[src/rtl/redmule_x_sched.sv]
// Scheduler for the RedMulE X buffer: sequences row loads, index reset, pad setup and shifts per tile.
// Optional perf counters (stall_cnt_o, load_wait_o) are built when REDMULE_X_SCHED_PERF_EN is defined.
module redmule_x_sched #(
    parameter int unsigned H     = 4,
    parameter int unsigned W     = 8,
    parameter int unsigned CNT_W = 16,
    localparam int unsigned WW   = $clog2(W) + 1
) (
    input  logic             clk_i,
    input  logic             rst_i,
    input  logic             clear_i,
    input  logic             start_i,
    input  logic [CNT_W-1:0] cfg_tiles_i,
    input  logic [WW-1:0]    cfg_width_i,
    input  logic [CNT_W-1:0] cfg_height_i,
    input  logic [CNT_W-1:0] cfg_slots_i,
    input  logic             x_valid_i,
    output logic             x_ready_o,
    input  logic             full_i,
    input  logic             empty_i,
    input  logic             engine_ready_i,
    output logic             load_o,
    output logic             rst_w_index_o,
    output logic             pad_setup_o,
    output logic             h_shift_o,
    output logic [WW-1:0]    width_o,
    output logic [CNT_W-1:0] height_o,
    output logic [CNT_W-1:0] slots_o,
    output logic             busy_o,
    output logic             done_o
`ifdef REDMULE_X_SCHED_PERF_EN
    ,
    output logic [CNT_W-1:0] stall_cnt_o,
    output logic [CNT_W-1:0] load_wait_o
`endif
);

    if (H < 1 || W < 1 || CNT_W < 1) begin : g_param_chk
        $error("redmule_x_sched: H, W and CNT_W must be non-zero");
    end

    typedef enum logic [2:0] {StIdle, StLoad, StAck, StSetup, StCompute, StDone} state_e;

    state_e             state_q, state_d;
    logic [CNT_W-1:0]   tile_cnt_q;
    logic [CNT_W-1:0]   tiles_q;
    logic [WW-1:0]      width_q;
    logic [CNT_W-1:0]   height_q;
    logic [CNT_W-1:0]   slots_q;
    logic               accept;
    logic               empty_cfg;
    logic               tile_done;
    logic               last_tile;
    logic               soft_rst;

    assign soft_rst  = rst_i || clear_i;
    assign accept    = (state_q == StIdle) && start_i;
    assign empty_cfg = (cfg_tiles_i == '0) || (cfg_width_i == '0);
    assign tile_done = (state_q == StCompute) && engine_ready_i && empty_i;
    // Extra bit keeps the compare exact when tiles_q is all-ones.
    assign last_tile = ({1'b0, tile_cnt_q} + 1'b1) == {1'b0, tiles_q};

    always_ff @(posedge clk_i) begin
        if (soft_rst) begin
            state_q <= StIdle;
        end else begin
            state_q <= state_d;
        end
    end

    always_comb begin
        state_d = state_q;
        unique case (state_q)
            StIdle:    if (start_i) state_d = empty_cfg ? StDone : StLoad;
            StLoad:    if (full_i) state_d = StAck;
            StAck:     state_d = (tile_cnt_q == '0) ? StSetup : StCompute;
            StSetup:   state_d = StCompute;
            StCompute: if (tile_done) state_d = last_tile ? StDone : StLoad;
            StDone:    state_d = StIdle;
            default:   state_d = StIdle;
        endcase
    end

    always_comb begin
        x_ready_o     = 1'b0;
        load_o        = 1'b0;
        rst_w_index_o = 1'b0;
        pad_setup_o   = 1'b0;
        h_shift_o     = 1'b0;
        done_o        = 1'b0;
        busy_o        = 1'b1;
        unique case (state_q)
            StIdle:    busy_o = 1'b0;
            StLoad: begin
                x_ready_o = !full_i;
                load_o    = x_valid_i && !full_i;
            end
            StAck:     rst_w_index_o = 1'b1;
            StSetup:   pad_setup_o = 1'b1;
            StCompute: h_shift_o = engine_ready_i;
            StDone:    done_o = 1'b1;
            default:   busy_o = 1'b0;
        endcase
    end

    always_ff @(posedge clk_i) begin
        if (soft_rst) begin
            tile_cnt_q <= '0;
            tiles_q    <= '0;
            width_q    <= '0;
            height_q   <= '0;
            slots_q    <= '0;
        end else if (accept) begin
            tile_cnt_q <= '0;
            tiles_q    <= cfg_tiles_i;
            width_q    <= cfg_width_i;
            height_q   <= cfg_height_i;
            slots_q    <= cfg_slots_i;
        end else if (tile_done) begin
            tile_cnt_q <= tile_cnt_q + 1'b1;
        end
    end

    assign width_o  = width_q;
    assign height_o = height_q;
    assign slots_o  = slots_q;

`ifdef REDMULE_X_SCHED_PERF_EN
    logic [CNT_W-1:0] stall_cnt_q;
    logic [CNT_W-1:0] load_wait_q;

    always_ff @(posedge clk_i) begin
        if (soft_rst || accept) begin
            stall_cnt_q <= '0;
            load_wait_q <= '0;
        end else begin
            if ((state_q == StCompute) && !engine_ready_i && (stall_cnt_q != '1)) begin
                stall_cnt_q <= stall_cnt_q + 1'b1;
            end
            if ((state_q == StLoad) && !x_valid_i && (load_wait_q != '1)) begin
                load_wait_q <= load_wait_q + 1'b1;
            end
        end
    end

    assign stall_cnt_o = stall_cnt_q;
    assign load_wait_o = load_wait_q;
`endif

endmodule

[config.mk]
export PLATFORM = sky130hd
export DESIGN_NAME = redmule_x_sched
export DESIGN_NICKNAME = d
export VERILOG_FILES = /design/src/rtl/redmule_x_sched.sv
export SDC_FILE = /design/constraint.sdc
export NUM_CORES = 1
export LEC_CHECK = 0
export BUFFER_PORTS_ARGS = -buffer_cell sky130_fd_sc_hd__buf_2
export CAP_MARGIN = 15
export CELL_PAD_IN_SITES_DETAIL_PLACEMENT = 0
export CELL_PAD_IN_SITES_GLOBAL_PLACEMENT = 1
export CORE_MARGIN = 2
export CORE_UTILIZATION = 33
export CTS_CLUSTER_DIAMETER = 150
export DETAILED_ROUTE_END_ITERATION = 10
export PLACE_DENSITY = 0.85
export SLEW_MARGIN = 20
export SYNTH_ARGS = -nofsm -noshare
export SYNTH_HDL_FRONTEND = slang
export SYNTH_SLANG_ARGS = --single-unit
[constraint.sdc]
create_clock -name clk_i -period 1.7 [get_ports clk_i]
set_input_delay 0.085 -clock clk_i [delete_from_list [all_inputs] [get_ports clk_i]]
set_output_delay 0.085 -clock clk_i [all_outputs]
set_load 0.02 [all_outputs]
==> flow_summary.toml, run 1 <==
[worst_setup_path]
max_stage_delay_ns = 0.37
critPathKind = "flip-flop to flip-flop"
cp_top_family = "compound AO/OA/AOI/OAI gates"
cp-start-kind = "flip-flop"
crit_fanout = 5
cp.arrival_ns = 2.06
worstSetupEndpointType = "flip-flop"
critPathLaunch = "tile_cnt_q[1]"
worstPathRequired_ns = 1.99
crit_path_end = "state_q[2]"
reg2regPathDepth = 8
r2r-start = "tile_cnt_q[1]"
r2r_end = "state_q[2]"
cp_num_cells = 8
worstPathCellList = "ha_4, nand3_4, nor2_1, buf_4, or2_2, a221oi_1, o22a_1, a31o_1"
cp_num_buf_inv = 1
slowest_stage = "dfxtp_4"
r2r_slack_ns = -0.07

[floorplanning]
core_area_um2 = 9820
start_util = 0.342
ios = 103
die-area_um2 = 11000
die_width_um = 105
die_y_um = 105
num_rows = 36

[logic_synthesis]
synth_area_per_cell_um2 = 7.52
syn_nets = 508
ys_seq_area_frac = 0.424
yosysUniqueCellTypes = 44
muxShareOfSynthArea = 0.00298
yosys_register_bits = 71
syn_inst = 446
synth-adder-area-share = 0.00746
synth_warnings = 0
synth_top_family_by_area = "simple AND/OR/NAND/NOR gates"
synth_xor_area_frac = 0.0913
async_flop_share = 0
synth_edf_count = 0
ys.flop_type = "dfxtp_1"
synth_simple_gate_area_frac = 0.286
synth_compound_area_frac = 0.135
netlist_area_um2 = 3360

[sta]
period_needed_ns = 1.77
maxSlewViolCount = 0
tightest_slew_ns = 0.715
fmax_mhz = 565
max_slew_margin = 0.523
setup_ws_ns = -0.0700
setup_tns_ns = -0.147
setup_violations = 4
post-route-period-util = 1.04
skew_ns = 0.0109
rsz0062_at_grt = "true"
hold_violations = 0

[route]
drc = 0
wire_per_inst_um = 14.2
num_vias = 3709
final_antenna_net_count = 0
wl_um = 10800
initialDrtViolationCount = 175
viasPerCell = 4.90
dr.pass1.iters = 5

[global_routing]
antenna_found_initial = 0
grt_util_all_layers = 0.191
grt_max_degree = 53
grt_pass1_wl_um = 17100
grt_overflow_total = 0
grt_pass1_vias = 3658

[placement]
place_ws_ns = -0.193
portBuffers = 102
gp_congestion = 0.909
dpl.hpwl_um = 7140

[pwr]
seq_power_share = 0.451
ir_worst_vdd_v = 0.000412
p_leak_nw = 2.11
power.switching_mw = 1.03
power.share.clock = 0.409
pwr-share-comb = 0.140
p_per_area_nw_per_um2 = 740
switching_share = 0.269
finalPower_mw = 3.83
intPower_mw = 2.80

[flow_run]
cap_violations = 0

[outcome]
violations = "negative setup slack"
status = "finished, violations left"

[finish]
antennaDiodeCount = 0
drive_gt1_frac = 0.335
final_cell_mix = "nand2_1 (121), buf_2 (102), a21oi_1 (60), dfxtp_1 (60), dlygate4sd3_1 (48)"
synthToLayoutAreaGrowth_pct = 54.1
fin_nets = 681
layout_commonest_cell = "nand2_1"

[hold_path]
hold_path.class = "input port to flip-flop"

[cts]
cts_root_buffer = "clkbuf_8"
clk_path_buf_depth = 2
numCtsBuffers = 9
cts_tree = "yes"
cts.clk_slew.worst_paths_ns = 0.09
clock-sinks = 71
htreeDepth = 3
clk_latency_ns = 0.35
state kept, by name, summed over array words and instances, names as in the netlist:
name	flops
tile_cnt_q	16
height_o	16
slots_o	16
tiles_q	16
state_q	3
width_o	4
cell usage after synthesis (all sizes together) (2+ instances only):
| library cell | instances | share of area |
|---|---|---|
| nor3 | 11 | 0.018 |
| nor2b | 2 | 0.0037 |
| dfxtp | 71 | 0.42 |
| nor2 | 26 | 0.029 |
| xor2 | 10 | 0.026 |
| nand4 | 8 | 0.015 |
| nand2b | 3 | 0.0056 |
| and2 | 3 | 0.0056 |
| inv | 7 | 0.0078 |
| or2 | 3 | 0.0063 |
| a211o | 2 | 0.0052 |
| nand3 | 7 | 0.010 |
| a221oi | 2 | 0.0052 |
| ha | 2 | 0.0075 |
| or3 | 5 | 0.0093 |
| nor4 | 11 | 0.021 |
| buf | 8 | 0.013 |
| xnor2 | 25 | 0.065 |
| o21ai | 4 | 0.0060 |
| nand2 | 124 | 0.14 |
| a21oi | 61 | 0.091 |
| and3 | 4 | 0.0075 |
| clkbuf | 29 | 0.032 |
| or4 | 3 | 0.0078 |
what timing repair did:
item / 4_1_cts / 5_1_grt
gates resized for setup: 18 / 24
hold endpoints to repair: 48 / 0
hold buffers: 48 / 0
pin swaps: 4 / 7
setup endpoints to repair: 7 / 14
setup buffers: 0 / 3
layout make-up:
cell class,instances,area (um^2)
repair buffers,199,1380
well taps,133,166
multi-input cells,331,1920
clock inverters,7,105
flip-flops and latches,71,1450
clock buffers,9,124
fillers,941,4650
inverters,7,26.3
layer usage:
| metal | global-route usage | share of wire |
|---|---|---|
| met1 | 0.227 | 0.41 |
| met2 | 0.323 | 0.50 |
| met3 | 0.0499 | 0.055 |
| met4 | 0.0867 | 0.030 |
| met5 | 0 | 0 |
cell families (layout without fill, tap and decap cells):
logic type,count (synthesis),after routing
and+or+nand+nor,213,213
AOI/OAI and AO/OA,80,80
DFF,71,71
buffers and inverters,44,222
xor gates and xnor gates,35,35
adders and majority gates,2,2
muxes,1,1
power groups by stage:
stage / sequential (mW) / clock, mW / combinational [mW]
5_1_grt: 1.73 / 1.68 / 0.588
3_3_place_gp: 1.77 / 0 / 0.434
4_1_cts: 1.73 / 1.58 / 0.526
6_report: 1.72 / 1.57 / 0.535
3_5_place_dp: 1.77 / 0 / 0.441
2_1_floorplan: 1.80 / 0 / 0.209
per-stage QoR:
step                instances  instance area, um^2  utilization  hold WS (ns)
detailed placement        690                 4260        0.434         0.331
finish                    757                 5170        0.527        0.0227
CTS                       754                 5030        0.513        0.0111
floorplan                 446                 3410            -         0.221
global route              757                 5170        0.527        0.0573
global placement          690                 4260        0.434         0.325
worst min path at each step:
| stage | from | end | slack [ns] | depth (start not counted) |
|---|---|---|---|---|
| 2_1_floorplan | cfg_tiles_i[0] | tiles_q[0] | 0.22 | 2 |
| 3_3_place_gp | cfg_height_i[13] | height_o[13] | 0.32 | 3 |
| 3_5_place_dp | cfg_slots_i[0] | slots_o[0] | 0.33 | 3 |
| 4_1_cts | cfg_tiles_i[13] | tiles_q[13] | 0.01 | 3 |
| 5_1_grt | cfg_tiles_i[13] | tiles_q[13] | 0.06 | 3 |
| 6_report | cfg_tiles_i[13] | tiles_q[13] | 0.02 | 3 |
worst reg2reg max path, stage by stage (launching register included):
cell and delay [ns]:
dfxtp_4 0.37, ha_4 0.19, nand3_4 0.10, nor2_1 0.05, buf_4 0.14, or2_2 0.27, a221oi_1 0.28, o22a_1 0.19
a31o_1 0.13
Note: power is estimated with default switching activity, not from simulation.
==> inputs of run 2 (changes only) <==
CORE_UTILIZATION = 39   (was 33)
PLACE_DENSITY = 0.94   (was 0.85)
clock period = 2.22 ns   (was 1.7 ns; I/O delays follow)
==> flow_summary.toml, run 2 (synthesis results as in run 1) <==
[outcome]
status = "finished clean"

[finish]
layout_commonest_cell = "nand2_1"
synthToLayoutAreaGrowth_pct = 35.7
antennaDiodeCount = 0
post-route-util = 0.549
multi_input_area_um2 = 1760
final_cell_count_no_fill = 689
regArea_um2 = 1420
final_cell_mix = "nand2_1 (124), buf_2 (102), dfxtp_1 (71), a21oi_1 (61), dlygate4sd3_1 (43)"
fin_nets = 641
fill_cells = 756
drive_gt1_frac = 0.236

[hold_path]
hold_start = "cfg_tiles_i[11]"
hold_end = "tiles_q[11]"
hold_path.class = "input port to flip-flop"
whs_path_depth = 3

[cts]
numCtsBuffers = 9
clock-sinks = 71
cts_setup_buffers = 0
clk_latency_ns = 0.35
postCtsResizedCells = 0
cts_tree = "yes"
clk_path_buf_depth = 2
ctsHoldBuffers = 43
cts_root_buffer = "clkbuf_8"
htreeDepth = 3
cts.clk_slew.worst_paths_ns = 0.08

[worst_setup_path]
worstPathRequired_ns = 2.51
reg2regPathDepth = 6
r2r-start = "tile_cnt_q[8]"
worstSetupEndpointType = "flip-flop"
cp-start-kind = "flip-flop"
cp.arrival_ns = 2.29
crit_fanout = 4
r2r_end = "state_q[2]"
r2r_slack_ns = 0.22
critPathKind = "flip-flop to flip-flop"

[floorplanning]
die_width_um = 96.8
die-area_um2 = 9360
die_y_um = 96.8
core_area_um2 = 8300
ios = 103
start_util = 0.404
num_rows = 33

[sta]
worst_hold_slack_ns = 0.0151
tightest_slew_ns = 0.690
skew_ns = 0.00978
setup_ws_ns = 0.223
hold_violations = 0
max_slew_margin = 0.540
fmax_mhz = 501
setup_tns_ns = 0
period_needed_ns = 2.00
maxSlewViolCount = 0
post-route-period-util = 0.899
rsz0062_at_grt = "false"
setup_violations = 0

[global_routing]
grt_max_degree = 53
grt_pass1_wl_um = 15900
grt_util_all_layers = 0.206
grt_overflow_total = 0
grt_pass1_vias = 3370
antenna_found_initial = 0

[route]
dr.pass1.iters = 5
wire_per_inst_um = 14.0
num_vias = 3553
final_antenna_net_count = 0
wl_um = 9660
drc = 0
initialDrtViolationCount = 284
viasPerCell = 5.16

[placement]
portBuffers = 102
dp.cells = 630
gp_congestion = 0.885
place_ws_ns = 0.260
dpl.hpwl_um = 6650

[pwr]
p_leak_nw = 1.83
ir_worst_vdd_v = 0.000350
p_per_area_nw_per_um2 = 580

[flow_run]
cap_violations = 0
[run 2: final cells by class]
cell class                      instances  share of cell area
Inverter                                7             0.00577
Multi-Input combinational cell        331               0.385
Clock inverter                          5             0.00714
Timing Repair Buffer                  159               0.230
Tap cell                              105              0.0288
Clock buffer                           11              0.0310
Sequential cell                        71               0.312
[run 2: per-stage QoR]
step	total power [mW]	cell area, um^2
after global routing	2.76	4550
final	2.64	4550
after CTS	2.66	4550
after detailed placement	1.67	3950
after floorplan	1.54	3360
after global placement	1.67	3950
[run 2: power by group]
group	switching, mW	total, mW	internal [mW]
Sequential	0.0216	1.33	1.31
Combinational	0.208	0.377	0.169
Clock	0.499	0.936	0.437
[run 2: worst max-delay path by stage]
stage             startpoint        endpoint  slack (ns)  cells past startpoint
6_report       tile_cnt_q[8]      state_q[2]        0.22                      6
2_1_floorplan     state_q[0]  tile_cnt_q[15]        0.36                      6
3_3_place_gp   tile_cnt_q[8]      state_q[2]        0.27                      6
4_1_cts        tile_cnt_q[8]      state_q[2]        0.23                      6
3_5_place_dp   tile_cnt_q[4]  tile_cnt_q[15]        0.26                      6
5_1_grt        tile_cnt_q[1]      state_q[2]        0.03                      7
[run 2: per-layer routing]
metal	wire length, um	track usage	share of wire
met5	0	0	0
met4	266	0.0823	0.028
met3	620	0.0585	0.064
met2	4670	0.346	0.48
met1	4100	0.250	0.42
[run 2: worst max-delay path, stage by stage, from the launching register on]
cell and delay [ns]:
dfxtp_1 0.42, nand4_1 0.25, or4_1 0.61, a21oi_1 0.15, nor2_1 0.05, nor3_1 0.28
a31o_1 0.18
==> inputs of run 3 (changes only) <==
==> constraint.sdc (replaced) <==
create_clock -name clk_i -period 2.22 [get_ports clk_i]
set_input_delay 0.222 -clock clk_i [delete_from_list [all_inputs] [get_ports clk_i]]
set_output_delay 0.222 -clock clk_i [all_outputs]
set_load 0.02 [all_outputs]
==> flow_summary.toml, run 3 (synthesis results as in run 1) <==
[outcome]
status = "finished clean"

[route]
wire_per_inst_um = 14.1
dr.pass1.iters = 6
initialDrtViolationCount = 151
viasPerCell = 5.11
final_antenna_net_count = 0
num_vias = 3309
drc = 0
wl_um = 9100

[floorplanning]
ios = 103
die_width_um = 96.8
start_util = 0.404
die_y_um = 96.8
die-area_um2 = 9360
num_rows = 33
core_area_um2 = 8300

[pwr]
seq_power_share = 0.442
p_per_area_nw_per_um2 = 711
intPower_mw = 2.29
p_leak_nw = 1.69
power.share.clock = 0.454
ir_worst_vdd_v = 0.000379
switching_share = 0.238
power.switching_mw = 0.716
pwr-share-comb = 0.105

[sta]
post-route-period-util = 0.931
rsz0062_at_grt = "false"
skew_ns = 0.00857
fmax_mhz = 484
max_slew_margin = 0.575
maxSlewViolCount = 0
period_needed_ns = 2.07
hold_violations = 0
setup_tns_ns = 0
setup_ws_ns = 0.154
worst_hold_slack_ns = 0.110
setup_violations = 0
tightest_slew_ns = 0.637

[finish]
synthToLayoutAreaGrowth_pct = 26.0
final_cell_mix = "nand2_1 (124), buf_2 (102), dfxtp_1 (71), a21oi_1 (61)"
post-route-util = 0.509
antennaDiodeCount = 0
fin_nets = 599
finalInstanceArea_um2 = 4230
layout_commonest_cell = "nand2_1"
drive_gt1_frac = 0.260

[cts]
cts_setup_buffers = 0
numCtsBuffers = 9
clk_path_buf_depth = 2
htreeDepth = 3
clock-sinks = 71
cts_tree = "yes"
cts.clk_slew.worst_paths_ns = 0.08
cts_root_buffer = "clkbuf_8"
clk_latency_ns = 0.34

[flow_run]
cap_violations = 0

[worst_setup_path]
reg2regPathDepth = 7
cp_num_buf_inv = 0
worstPathCellList = "ha_1, nand3_1, or3_1, a21oi_1, a221oi_1, nor4_1, a31o_1"
cp-start-kind = "flip-flop"
cp_num_cells = 7
cp.arrival_ns = 2.35
crit_fanout = 6
cp_top_family = "simple AND/OR/NAND/NOR gates"
slowest_stage = "dfxtp_1"
worstPathRequired_ns = 2.51
critPathKind = "flip-flop to flip-flop"
max_stage_delay_ns = 0.42
worstSetupEndpointType = "flip-flop"

[global_routing]
grt_pass1_vias = 3177
antenna_found_initial = 0
grt_pass1_wl_um = 15100
grt_max_degree = 56
grt_overflow_total = 0
grt_util_all_layers = 0.195

[hold_path]
whs_path_depth = 3
hold_path.class = "input port to flip-flop"

[placement]
portBuffers = 102
dpl.hpwl_um = 6790
gp_congestion = 0.882
place_ws_ns = 0.224
dpl_cell_area_um2 = 3960
run 3: cell count changes in the layout (fill, tap and decap cells not counted), sizes merged:
cell / delta
buf: +1
bufinv: +4
clkinvlp: +2
clkbuf: -2
dlygate4sd3: -43
clkinv: -4
run 3: repair_timing:
item | CTS | global route
hold buffers | 0 | 0
endpoints found under the hold margin | 0 | 0
endpoints found under the setup margin | 0 | 1
resized for setup | 0 | 1
run 3: layout make-up:
type | count | area (um^2)
clock buffers | 9 | 124
clock inverters | 7 | 144
fillers | 843 | 4070
inverters | 7 | 26.3
multi-input cells | 331 | 1760
flip-flops and latches | 71 | 1420
well taps | 105 | 131
repair buffers | 117 | 623
run 3: path summary, 6_finish.rpt:
path	startpoint	end	slack, ns
worst max-delay path	tile_cnt_q[1]	state_q[2]	0.15
worst min-delay path	cfg_slots_i[5]	slots_o[5]	0.11
worst max register to register	tile_cnt_q[1]	state_q[2]	0.15
worst min register to register	slots_o[13]	slots_o[13]	0.45
run 3: through the flow:
| step | std cells | power [mW] |
|---|---|---|
| after floorplan | 446 | 1.54 |
| after global placement | 631 | 1.67 |
| after detailed placement | 631 | 1.67 |
| after CTS | 647 | 3.03 |
| after global routing | 647 | 3.13 |
| final | 647 | 3.01 |
run 3: tightest hold or removal path: cells and delay by family:
kind	cells	cell delay (ns)
buffers and inverters	1	0.09
AND/OR/NAND/NOR	1	0.05
AO/OA/AOI/OAI	1	0.05
run 3: power by group through the flow:
stage	registers [mW]	clock network (mW)	logic (mW)
after floorplan	1.38	0	0.160
after global placement	1.36	0	0.312
after detailed placement	1.36	0	0.316
after CTS	1.33	1.39	0.317
after global routing	1.33	1.45	0.349
final	1.33	1.36	0.315
run 3: layer usage:
metal | up-vias | wire [um] | track usage
li1 | 1670 | - | -
met1 | 1529 | 4070 | 0.248
met2 | 93 | 4350 | 0.324
met3 | 17 | 506 | 0.0368
met4 | 0 | 176 | 0.0791
met5 | - | 0 | 0
